===== src/rtl/adam_rst_seq_pkg.sv =====
// Shared types and sizing helpers for the divided-domain reset/enable sequencer.
// Pure declarations: no logic, no latency, no flow control.
package adam_rst_seq_pkg;

    typedef enum logic [2:0] {
        RESET  = 3'd0,
        HOLD   = 3'd1,
        RUN    = 3'd2,
        DRAIN  = 3'd3,
        PAUSED = 3'd4,
        RESUME = 3'd5
    } rst_seq_state_e;

    // One counter serves both the reset stretch and the drain window, so size it for the larger.
    function automatic int cnt_width(input int rst_cycles, input int drain_cycles);
        int span;
        span = (rst_cycles > drain_cycles + 1) ? rst_cycles : drain_cycles + 1;
        return $clog2(span + 1);
    endfunction

endpackage


===== src/rtl/adam_rst_sync.sv =====
// Reset synchroniser: async assert, release shifted through SYNC_STAGES flops.
// Release latency SYNC_STAGES rising edges; no flow control.
module adam_rst_sync #(
    parameter int SYNC_STAGES = 2
) (
    input  logic clk_i,
    input  logic rst_n_i,
    output logic sync_o
);

    logic [SYNC_STAGES-1:0] chain_q;

    always_ff @(posedge clk_i or negedge rst_n_i) begin
        if (!rst_n_i) begin
            chain_q <= '0;
        end else begin
            chain_q <= {chain_q[SYNC_STAGES-2:0], 1'b1};
        end
    end

    assign sync_o = chain_q[SYNC_STAGES-1];

endmodule


===== src/rtl/adam_rst_seq.sv =====
// Local reset + clock-enable sequencer for a divided clock domain, with pause/resume handshake.
// Release SYNC_STAGES+RST_CYCLES edges; pause_req holds clk_en low until pause_ack has closed out.
module adam_rst_seq
    import adam_rst_seq_pkg::*;
#(
    parameter int SYNC_STAGES  = 2,
    parameter int RST_CYCLES   = 4,
    parameter int DRAIN_CYCLES = 2
) (
    input  logic clk,
    input  logic rst_n,
    input  logic pause_req,
    output logic rst_out_n,
    output logic clk_en,
    output logic pause_ack,
    output logic ready
);

    localparam int CNT_W = cnt_width(RST_CYCLES, DRAIN_CYCLES);
    localparam logic [CNT_W-1:0] RST_LAST   = CNT_W'(RST_CYCLES - 1);
    localparam logic [CNT_W-1:0] DRAIN_LAST = CNT_W'(DRAIN_CYCLES);

    logic           rel_sync;
    rst_seq_state_e state_q;
    logic [CNT_W-1:0] cnt_q;
    logic           rst_out_q;
    logic           clk_en_q;
    logic           pause_ack_q;
    logic           ready_q;

    adam_rst_sync #(
        .SYNC_STAGES (SYNC_STAGES)
    ) u_sync (
        .clk_i   (clk),
        .rst_n_i (rst_n),
        .sync_o  (rel_sync)
    );

    always_ff @(posedge clk or negedge rst_n) begin
        if (!rst_n) begin
            state_q     <= RESET;
            cnt_q       <= '0;
            rst_out_q   <= 1'b0;
            clk_en_q    <= 1'b0;
            pause_ack_q <= 1'b0;
            ready_q     <= 1'b0;
        end else begin
            case (state_q)
                // The cycle that first observes the synchronised release is hold cycle one.
                RESET: begin
                    if (rel_sync) begin
                        if (RST_CYCLES == 1) begin
                            state_q   <= RUN;
                            cnt_q     <= '0;
                            rst_out_q <= 1'b1;
                            clk_en_q  <= 1'b1;
                            ready_q   <= 1'b1;
                        end else begin
                            state_q <= HOLD;
                            cnt_q   <= CNT_W'(1);
                        end
                    end
                end
                HOLD: begin
                    if (cnt_q == RST_LAST) begin
                        state_q   <= RUN;
                        cnt_q     <= '0;
                        rst_out_q <= 1'b1;
                        clk_en_q  <= 1'b1;
                        ready_q   <= 1'b1;
                    end else begin
                        cnt_q <= cnt_q + 1'b1;
                    end
                end
                RUN: begin
                    if (pause_req) begin
                        state_q  <= DRAIN;
                        cnt_q    <= '0;
                        clk_en_q <= 1'b0;
                        ready_q  <= 1'b0;
                    end
                end
                // Drain always runs to completion so the 4-phase handshake never aborts.
                DRAIN: begin
                    if (cnt_q == DRAIN_LAST) begin
                        state_q     <= PAUSED;
                        pause_ack_q <= 1'b1;
                    end else begin
                        cnt_q <= cnt_q + 1'b1;
                    end
                end
                PAUSED: begin
                    if (!pause_req) begin
                        state_q     <= RESUME;
                        pause_ack_q <= 1'b0;
                    end
                end
                RESUME: begin
                    state_q  <= RUN;
                    clk_en_q <= 1'b1;
                    ready_q  <= 1'b1;
                end
                default: begin
                    state_q <= RESET;
                end
            endcase
        end
    end

    assign rst_out_n = rst_out_q;
    assign clk_en    = clk_en_q;
    assign pause_ack = pause_ack_q;
    assign ready     = ready_q;

endmodule


===== config.mk =====
export PLATFORM = sky130hd
export DESIGN_NAME = adam_rst_seq
export DESIGN_NICKNAME = d
export VERILOG_FILES = /design/src/rtl/adam_rst_seq_pkg.sv /design/src/rtl/adam_rst_sync.sv /design/src/rtl/adam_rst_seq.sv
export SDC_FILE = /design/constraint.sdc
export NUM_CORES = 1
export LEC_CHECK = 0
export ABC_AREA = 1
export BUFFER_PORTS_ARGS = -buffer_cell sky130_fd_sc_hd__buf_2
export CORE_UTILIZATION = 45
export CTS_BUF_LIST = sky130_fd_sc_hd__clkbuf_8
export DETAILED_ROUTE_END_ITERATION = 12
export GPL_ROUTABILITY_DRIVEN = 1
export PLACE_DENSITY = 0.75
export RECOVER_POWER = 50
export SYNTH_ARGS = -nofsm -noshare
export SYNTH_HDL_FRONTEND = slang
export SYNTH_SLANG_ARGS = --single-unit

===== constraint.sdc =====
create_clock -name clk -period 1.3 [get_ports clk]
set_clock_uncertainty 0.2 [all_clocks]
set_input_delay 0 -clock clk [delete_from_list [all_inputs] [get_ports clk]]
set_output_delay 0 -clock clk [all_outputs]
set_load 0.01 [all_outputs]

==> impl_metrics.json, run 1 <==
{
  "timing.fmax_mhz": 660,
  "clk_pin_slew_worst_paths_ns": 0.05,
  "violations": "setup timing",
  "fin_tns_setup_ns": -1.25,
  "slowest_delay_ns": 0.44,
  "r2r_cells": 7,
  "fin_cells": 126,
  "power_w": 0.00249,
  "cp.buffers_inverters": 1,
  "antennaDiodeCount": 0,
  "critical_path_class": "flop to flop",
  "area_growth_pct": 49.2,
  "grt-ovfl-total": 0,
  "cts.sinks": 11,
  "mostFrequentLayoutCells": "nand2_1 (19), buf_4 (14), inv_2 (7), nand2_2 (7), dfrtp_1 (7)",
  "fin_nets": 120,
  "drt-total-wl_um": 1830,
  "r2r-start": "state_q[0]",
  "status": "finished, violations left",
  "antenna_found_initial": 0,
  "synth_edf_count": 0,
  "cts_tree": "done",
  "holdCritStartpoint": "pause_req",
  "finalSetupViolCount": 9,
  "core_sq_mm": 0.00135,
  "finalHoldViolCount": 0,
  "end_kind": "flop",
  "cts_buffer_depth": 2,
  "path_cells": "nor2_1 -> nand2_1 -> o21ai_2 -> inv_2 -> nand2_2 -> nand2_2 -> nand2_1",
  "yosys_warnings": 0,
  "required_ns": 1.28,
  "seq_area_frac_synth_pct": 41.0,
  "place_congestion": 0.909,
  "hold_path_end": "state_q[0]",
  "maxSlewViolCount": 0,
  "drv_cap": 0,
  "synth_top_flop_cell": "dfrtp_1",
  "h-tree-depth": 1,
  "die-height_um": 40.6,
  "synth_area_per_cell_sq_um": 7.81,
  "timing.final.crit_share_pct": 117,
  "rsz0062_at_grt": "true",
  "hold_ws_ns": 0.0620,
  "drive_above_1_share_pct": 52.3,
  "rrSetupSlack_ns": -0.22,
  "vias": 678,
  "peakVddDrop_v": 0.00143,
  "dr.pass1.iters": 5,
  "synth_nets": 94,
  "syn_inst": 86,
  "crit_fanout": 6,
  "crit_start": "state_q[0]",
  "cellPowerDensity_mw_per_mm2": 2490,
  "drt_iter0_drc": 17,
  "grt_max_degree": 12,
  "ys_types": 19,
  "path_delay_family": "simple AND/OR/NAND/NOR gates",
  "r2r_end": "state_q[0]",
  "start_util_pct": 49.8,
  "grt_first_pass_wirelength_um": 2620,
  "vias_per_cell": 5.38,
  "fp.dieW_um": 40.6,
  "ys_ff_latch": 11,
  "ctsRootBufferMaster": "clkbuf_8",
  "hold_path_class": "input port to flop",
  "synth_area_sq_um": 672,
  "final_core_util_pct": 74.2,
  "io_buffers": 6,
  "cts_buffers": 3,
  "drc": 0,
  "grt_usage_pct": 26.0,
  "dp_cells": 114,
  "die-area_sq_mm": 0.00165,
  "critPathArrivalTime_ns": 1.49,
  "drt.antenna.violating_nets": 0,
  "critPathSlowestCell": "dfrtp_2",
  "wl_per_cell_um": 14.5,
  "num_io_pins": 7,
  "clk-insertion-delay-late_ns": 0.24,
  "mostFrequentLayoutCell": "nand2_1",
  "synth-async-reset-ratio_pct": 100,
  "period_minus_slack_ns": 1.52,
  "hold_depth": 6,
  "p_leak_nw": 0.479,
  "grt_pass1_vias": 594,
  "rows": 13,
  "dp.final_hpwl_um": 1080,
  "cp-start-kind": "flop",
  "fin_ws_ns": -0.216
}
==> worst max path at each step <==
| stage | cells past startpoint | endpoint | slack, ns |
|---|---|---|---|
| 2_1_floorplan | 7 | cnt_q[1] | -0.03 |
| 3_3_place_gp | 7 | cnt_q[1] | -0.11 |
| 3_5_place_dp | 7 | cnt_q[0] | -0.19 |
| 4_1_cts | 9 | state_q[0] | -0.12 |
| 5_1_grt | 7 | state_q[0] | -0.28 |
| 6_report | 7 | state_q[0] | -0.22 |
==> stage by stage <==
stage / area [sq um] / setup WS, ns
finish: 1000 / -0.216
global route: 1000 / -0.280
CTS: 938 / -0.124
detailed placement: 793 / -0.189
global placement: 793 / -0.109
floorplan: 696 / -0.0308
==> state kept, by name (all words and copies together), names as in the netlist <==
signal	count
rst_out_n	1
u_sync.chain_q	2
cnt_q	3
state_q	3
pause_ack	1
ready	1
==> worst register-to-register path, stage by stage (launching register included) <==
cell	delay, ns
dfrtp_2	0.44
nor2_1	0.24
nand2_1	0.16
o21ai_2	0.15
inv_2	0.07
nand2_2	0.08
nand2_2	0.06
nand2_1	0.05
==> final cells by class <==
cell class | instances | area (sq um)
Sequential cell | 11 | 280
Inverter | 12 | 45.0
Tap cell | 15 | 18.8
Fill cell | 96 | 348
Clock buffer | 3 | 41.3
Multi-Input combinational cell | 61 | 452
Clock inverter | 1 | 3.75
Timing Repair Buffer | 23 | 161
==> logic make-up (layout without fill, tap and decap cells) <==
family	count (synthesis)	count (layout)	synth area share [%]
AOI/OAI and AO/OA	10	10	8.38
adders and majority gates	5	5	9.31
buffers and inverters	14	39	9.50
DFF	11	11	41.0
other	1	1	0.558
and+or+nand+nor	45	45	31.3
==> metal layers <==
metal  up-vias  routed length [um]  track usage [%]
met2        38                 841             39.7
li1        317                   -                -
met3        13                 140             4.89
met1       310                 781             33.9
met4         0                  61             15.8
met5         -                   0                0
==> report_power, final <==
part           switching, W  internal [W]
Sequential         0.000150      0.000477
Combinational      0.000869      0.000657
Clock              0.000134      0.000208
Total               0.00115       0.00134
==> synth_stat cells (2+ instances only) <==
master / n / share of area [%]
inv_1: 11 / 6.1
dfrtp_1: 11 / 41
nor2_1: 4 / 2.2
nand2_2: 4 / 3.7
o21ai_1: 5 / 3.7
ha_1: 5 / 9.3
a21oi_1: 2 / 1.5
nor2_2: 4 / 3.7
nand3_1: 6 / 4.5
nand2_1: 25 / 14
==> repair_timing <==
action,in CTS,in global routing
hold endpoints to repair,11,0
resized for setup,19,12
hold buffers,2,0
cloned,0,0
buffers inserted,2,6
setup endpoints to repair,8,9
pin swaps,9,6
(Power assumes the default switching activity.)
==> inputs of run 2 (changes only) <==
--- a/config.mk
+++ b/config.mk
@@ -7,11 +7,12 @@
 export LEC_CHECK = 0
 export ABC_AREA = 1
 export BUFFER_PORTS_ARGS = -buffer_cell sky130_fd_sc_hd__buf_2
-export CORE_UTILIZATION = 45
+export CORE_AREA = 2 2 39 41
 export CTS_BUF_LIST = sky130_fd_sc_hd__clkbuf_8
 export DETAILED_ROUTE_END_ITERATION = 12
+export DIE_AREA = 0 0 41 43
 export GPL_ROUTABILITY_DRIVEN = 1
-export PLACE_DENSITY = 0.75
+export PLACE_DENSITY = 0.82
 export RECOVER_POWER = 50
 export SYNTH_ARGS = -nofsm -noshare
 export SYNTH_HDL_FRONTEND = slang
==> impl_metrics.json, run 2 (synthesis results as in run 1) <==
{
  "critPathArrivalTime_ns": 1.37,
  "drt_iter0_drc": 15,
  "finalSetupViolCount": 8,
  "clkPwrFrac_pct": 13.8,
  "timing.fmax_mhz": 696,
  "largestRegisters": "cnt_q: 3 flops, state_q: 3 flops, u_sync.chain_q: 2 flops",
  "p_seq_share_pct": 24.8,
  "drive_above_1_share_pct": 52.3,
  "rows": 14,
  "place_congestion": 0.875,
  "grt_first_pass_wirelength_um": 2590,
  "required_ns": 1.23,
  "antenna_found_initial": 0,
  "p_int_w": 0.00136,
  "hold_depth": 6,
  "hold_ws_ns": 0.0578,
  "pwr-share-comb_pct": 61.4,
  "power_w": 0.00252,
  "cts_buffer_depth": 2,
  "path_cells": "ha_4 -> ha_4 -> o21ai_2 -> inv_2 -> nand2_2 -> nand2_1",
  "grt_usage_pct": 22.7,
  "grt-ovfl-total": 0,
  "rrSetupSlack_ns": -0.14,
  "vias_per_cell": 5.01,
  "mostFrequentLayoutCells": "nand2_1 (20), buf_4 (13), dfrtp_1 (8)",
  "rsz0062_at_grt": "true",
  "drt-total-wl_um": 1800,
  "regArea_sq_um": 279,
  "critPathSlowestCell": "dfrtp_2",
  "antennaDiodeCount": 0,
  "drt.antenna.violating_nets": 0,
  "cellPowerDensity_mw_per_mm2": 2450,
  "dp.final_hpwl_um": 1080,
  "fin_ws_ns": -0.136,
  "h-tree-depth": 1,
  "p_leak_nw": 0.490,
  "timing.final.crit_share_pct": 110,
  "end_kind": "flop",
  "clk-insertion-delay-late_ns": 0.24,
  "r2r_end": "state_q[1]",
  "r2r-start": "cnt_q[1]",
  "finalHoldViolCount": 0,
  "n_fill_cell": 93,
  "p_sw_w": 0.00117,
  "place_area_sq_um": 802,
  "crit_fanout": 3,
  "slowest_delay_ns": 0.45,
  "ctsRootBufferMaster": "clkbuf_8",
  "mostFrequentLayoutCell": "nand2_1",
  "period_minus_slack_ns": 1.44,
  "hold_path_end": "state_q[0]",
  "fp.dieW_um": 41,
  "dr.pass1.iters": 4,
  "fin_area_sq_mm": 0.00103,
  "peakVddDrop_v": 0.00123,
  "drc": 0,
  "hold_path_class": "input port to flop",
  "violations": "setup timing",
  "num_io_pins": 7,
  "multiInputGateArea_sq_um": 474,
  "r2r_cells": 6,
  "die-area_sq_mm": 0.00176,
  "cts_tree": "done",
  "grt_pass1_vias": 619,
  "maxSlewViolCount": 0,
  "fin_nets": 120,
  "clk_pin_slew_worst_paths_ns": 0.05,
  "vias": 636,
  "cts_buffers": 3,
  "core_sq_mm": 0.00138,
  "cp-start-kind": "flop",
  "cts.sinks": 11,
  "holdCritStartpoint": "pause_req",
  "path_common_cell": "ha_4",
  "critical_path_class": "flop to flop",
  "switching_share_pct": 46.2,
  "drv_cap": 0,
  "grt_max_degree": 12,
  "die-height_um": 43,
  "area_growth_pct": 53.4,
  "wl_per_cell_um": 14.2,
  "status": "finished, violations left",
  "start_util_pct": 48.6,
  "io_buffers": 6
}
==> run 2: cell count changes in the layout (fill, tap and decap cells not counted), moves of 2 or more <==
cell	change
nand3_1	-3
nand3_2	+3
o21ai_2	-2
o21ai_1	+3
==> run 2: final cells by class <==
cell class              instances  area share [%]
multi-input cells              61            46.0
inverters                      12            4.61
repair buffers                 23            16.0
clock buffers                   3            4.00
flip-flops and latches         11            27.1
well taps                      16            1.94
clock inverters                 1           0.364
==> run 2: power by group through the flow <==
stage,sequential [W],clock [W],combinational (W)
after floorplan,0.000576,0,0.000764
after global placement,0.000583,0,0.00106
after detailed placement,0.000587,0,0.00111
after CTS,0.000601,0.000347,0.00127
after global routing,0.000641,0.000370,0.00167
final,0.000627,0.000348,0.00155
==> run 2: stage by stage <==
stage	util, %	TNS, ns	worst slack [ns]	cells
floorplan	-	-0.158	-0.0308	86
global placement	58.0	-0.537	-0.0974	116
detailed placement	58.0	-0.771	-0.134	116
CTS	68.4	-0.709	-0.113	123
global route	74.5	-1.26	-0.184	127
finish	74.5	-0.835	-0.136	127
==> run 2: worst max-delay path by stage <==
stage / endpoint / depth (start not counted) / slack [ns] / start
floorplan: cnt_q[1] / 7 / -0.03 / cnt_q[1]
global placement: cnt_q[0] / 7 / -0.1 / cnt_q[0]
detailed placement: cnt_q[0] / 7 / -0.13 / cnt_q[0]
CTS: state_q[1] / 6 / -0.11 / cnt_q[1]
global route: cnt_q[1] / 7 / -0.18 / cnt_q[1]
finish: state_q[1] / 6 / -0.14 / cnt_q[1]
==> run 2: critical path: cells and delay by family, from the launching register on <==
family / cells / cell delay (ns)
flip-flops: 1 / 0.45
adder cells (fa/ha/maj): 2 / 0.38
AO/OA/AOI/OAI: 1 / 0.12
AND/OR/NAND/NOR: 2 / 0.12
buffers and inverters: 1 / 0.06
==> run 2: repair_timing <==
action                                  in CTS  in global routing
pin swaps                                    7                  9
endpoints found under the setup margin       7                  9
gates resized for setup                     15                 20
endpoints found under the hold margin       11                  0
setup buffers                                1                  4
hold buffers                                 2                  0
==> run 2: per-layer routing <==
layer  vias to the layer above  wire length (um)  GRT usage [%]
li1                        317                 -              -
met1                       301               758           24.9
met2                        12               965           39.1
met3                         6                45           4.71
met4                         0                29           10.0
met5                         -                 0              0
==> inputs of run 3 (changes only) <==
--- a/config.mk
+++ b/config.mk
@@ -5,7 +5,6 @@
 export SDC_FILE = /design/constraint.sdc
 export NUM_CORES = 1
 export LEC_CHECK = 0
-export ABC_AREA = 1
 export BUFFER_PORTS_ARGS = -buffer_cell sky130_fd_sc_hd__buf_2
 export CORE_AREA = 2 2 39 41
 export CTS_BUF_LIST = sky130_fd_sc_hd__clkbuf_8
==> impl_metrics.json, run 3 <==
{
  "multiInputGateArea_sq_um": 454,
  "synth_top_area_share_pct": 40.8,
  "cellPowerDensity_mw_per_mm2": 2320,
  "drv_cap": 0,
  "seq_area_frac_synth_pct": 40.8,
  "place_congestion": 0.798,
  "rsz0062_at_grt": "true",
  "largestRegisters": "cnt_q: 3 flops, state_q: 3 flops, u_sync.chain_q: 2 flops",
  "num_io_pins": 7,
  "timing.final.crit_share_pct": 122,
  "mostFrequentLayoutCell": "buf_4",
  "p_leak_nw": 0.460,
  "n_fill_cell": 83,
  "fin_ws_ns": -0.286,
  "drt.antenna.violating_nets": 0,
  "synth_nets": 69,
  "io_buffers": 6,
  "peakVddDrop_v": 0.00144,
  "drive_above_1_share_pct": 54.0,
  "grt_max_degree": 13,
  "critPathSlowestCell": "dfrtp_1",
  "drt-total-wl_um": 1910,
  "dp.final_hpwl_um": 1050,
  "synth-async-reset-ratio_pct": 100,
  "netlist_top_cells_count": "dfrtp_1 (11), ha_1 (5), inv_1 (4), o21ai_1 (4), buf_4 (3)",
  "antenna_found_initial": 0,
  "yosysMostFrequentCell": "dfrtp_1",
  "ys_types": 35,
  "end_kind": "flop",
  "wl_per_cell_um": 18.5,
  "grt_pass1_vias": 655,
  "dr.pass1.iters": 4,
  "place_ws_ns": -0.293,
  "hold_depth": 4,
  "critical_path_class": "flop to flop",
  "grt_first_pass_wirelength_um": 2960,
  "maxSlewViolCount": 0,
  "cts_buffers": 3,
  "finalHoldViolCount": 0,
  "ys_ff_latch": 11,
  "crit_fanout": 2,
  "finalSetupViolCount": 9,
  "fin_nets": 96,
  "grt-ovfl-total": 0,
  "mostFrequentLayoutCells": "buf_4 (12), dfrtp_1 (8), ha_4 (4), clkbuf_1 (4), buf_6 (4)",
  "clk-insertion-delay-late_ns": 0.25,
  "vias": 610,
  "regArea_sq_um": 279,
  "vias_per_cell": 5.92,
  "rows": 14,
  "yosys-top-cells-area": "dfrtp_1 (41%), ha_1 (9.3%), buf_4 (3.3%), o21ai_1 (3.0%), a211o_1 (2.6%)",
  "fin_tns_setup_ns": -1.35,
  "cp-start-kind": "flop",
  "critPathArrivalTime_ns": 1.52,
  "hold_path_class": "input port to flop",
  "synth_edf_count": 0,
  "cp_num_cells": 4,
  "cts_tree": "done",
  "slowest_delay_ns": 0.40,
  "fin_area_sq_mm": 0.00101,
  "timing.fmax_mhz": 630,
  "synth_top_flop_cell": "dfrtp_1",
  "cts.sinks": 11,
  "place_area_sq_um": 840,
  "path_delay_family": "compound AO/OA/AOI/OAI gates",
  "yosys_warnings": 0,
  "yosys.area.top_type": "dfrtp_1",
  "r2r_cells": 4,
  "period_minus_slack_ns": 1.59,
  "fp.dieW_um": 41,
  "drc": 0,
  "cts_buffer_depth": 2,
  "power_w": 0.00235,
  "die-height_um": 43,
  "grt_usage_pct": 25.7,
  "ctsRootBufferMaster": "clkbuf_8",
  "h-tree-depth": 1,
  "violations": "setup timing",
  "synth_area_sq_um": 674,
  "path_cells": "mux2_4 -> buf_6 -> o21a_1 -> a22o_1",
  "die-area_sq_mm": 0.00176,
  "synth_area_per_cell_sq_um": 11.1,
  "status": "finished, violations left",
  "clk_pin_slew_worst_paths_ns": 0.06,
  "start_util_pct": 48.7,
  "syn_inst": 61,
  "antennaDiodeCount": 0,
  "final_core_util_pct": 73.2,
  "required_ns": 1.23,
  "cp.buffers_inverters": 1,
  "core_sq_mm": 0.00138,
  "drt_iter0_drc": 14,
  "area_growth_pct": 50.3
}
## run 3: cell families after synthesis
| logic type | count (synthesis) | share of synthesized area (%) |
|---|---|---|
| simple gates | 12 | 13.0 |
| buf+inv | 9 | 7.79 |
| fa+ha+maj | 5 | 9.28 |
| compound gates | 20 | 23.2 |
| other cells | 1 | 0.556 |
| flops | 11 | 40.8 |
| mux | 3 | 5.38 |
## run 3: final timing paths
| kind | start | to | slack (ns) |
|---|---|---|---|
| setup / recovery | state_q[1] | cnt_q[0] | -0.29 |
| hold / removal | pause_req | cnt_q[1] | 0.12 |
| setup reg to reg | state_q[1] | cnt_q[0] | -0.29 |
| hold reg to reg | u_sync.chain_q[0] | u_sync.chain_q[1] | 0.15 |
| max in group asynchronous | rst_n | cnt_q[1] | 0.12 |
| min in group asynchronous | rst_n | ready | 0.53 |
## run 3: area by class of cell
class / count / share of cell area (%)
well taps: 16 / 1.98
inverters: 5 / 1.85
repair buffers: 26 / 19.3
multi-input cells: 41 / 44.8
clock inverters: 1 / 0.494
flip-flops and latches: 11 / 27.5
clock buffers: 3 / 4.07
## run 3: per-layer routing
layer | part of all wire, % | wire, um | GRT usage [%] | up-vias
met3 | 4.2 | 80 | 4.19 | 6
met1 | 41 | 779 | 34.7 | 313
li1 | - | - | - | 270
met2 | 52 | 999 | 39.4 | 21
met4 | 2.4 | 46 | 10.7 | 0
met5 | 0 | 0 | 0 | -
## run 3: power breakdown
part	total [W]	internal (W)	leakage (nW)	switching (W)
Sequential	0.000606	0.000458	0.125	0.000148
Clock	0.000357	0.000212	0.0255	0.000145
Combinational	0.00139	0.000751	0.310	0.000640
## run 3: worst register-to-register path, delay by kind of cell, from the launching register on
| kind | cells | cell delay, ns |
|---|---|---|
| AO/OA/AOI/OAI | 2 | 0.41 |
| buffers and inverters | 1 | 0.13 |
| flip-flops | 1 | 0.40 |
| multiplexers | 1 | 0.33 |
## run 3: what timing repair did
action                                  4_1_cts  5_1_grt
buffers inserted                              3        1
pin swaps                                     3        2
cloned                                        1        0
endpoints found under the setup margin        9        9
resized for setup                             8        8
endpoints found under the hold margin        13        0
hold buffers                                  3        0
## run 3: metrics by stage
stage | instances | hold WS [ns]
2_1_floorplan | 61 | -0.496
3_3_place_gp | 91 | -0.323
3_5_place_dp | 91 | -0.318
4_1_cts | 102 | 0.127
5_1_grt | 103 | 0.139
6_report | 103 | 0.119
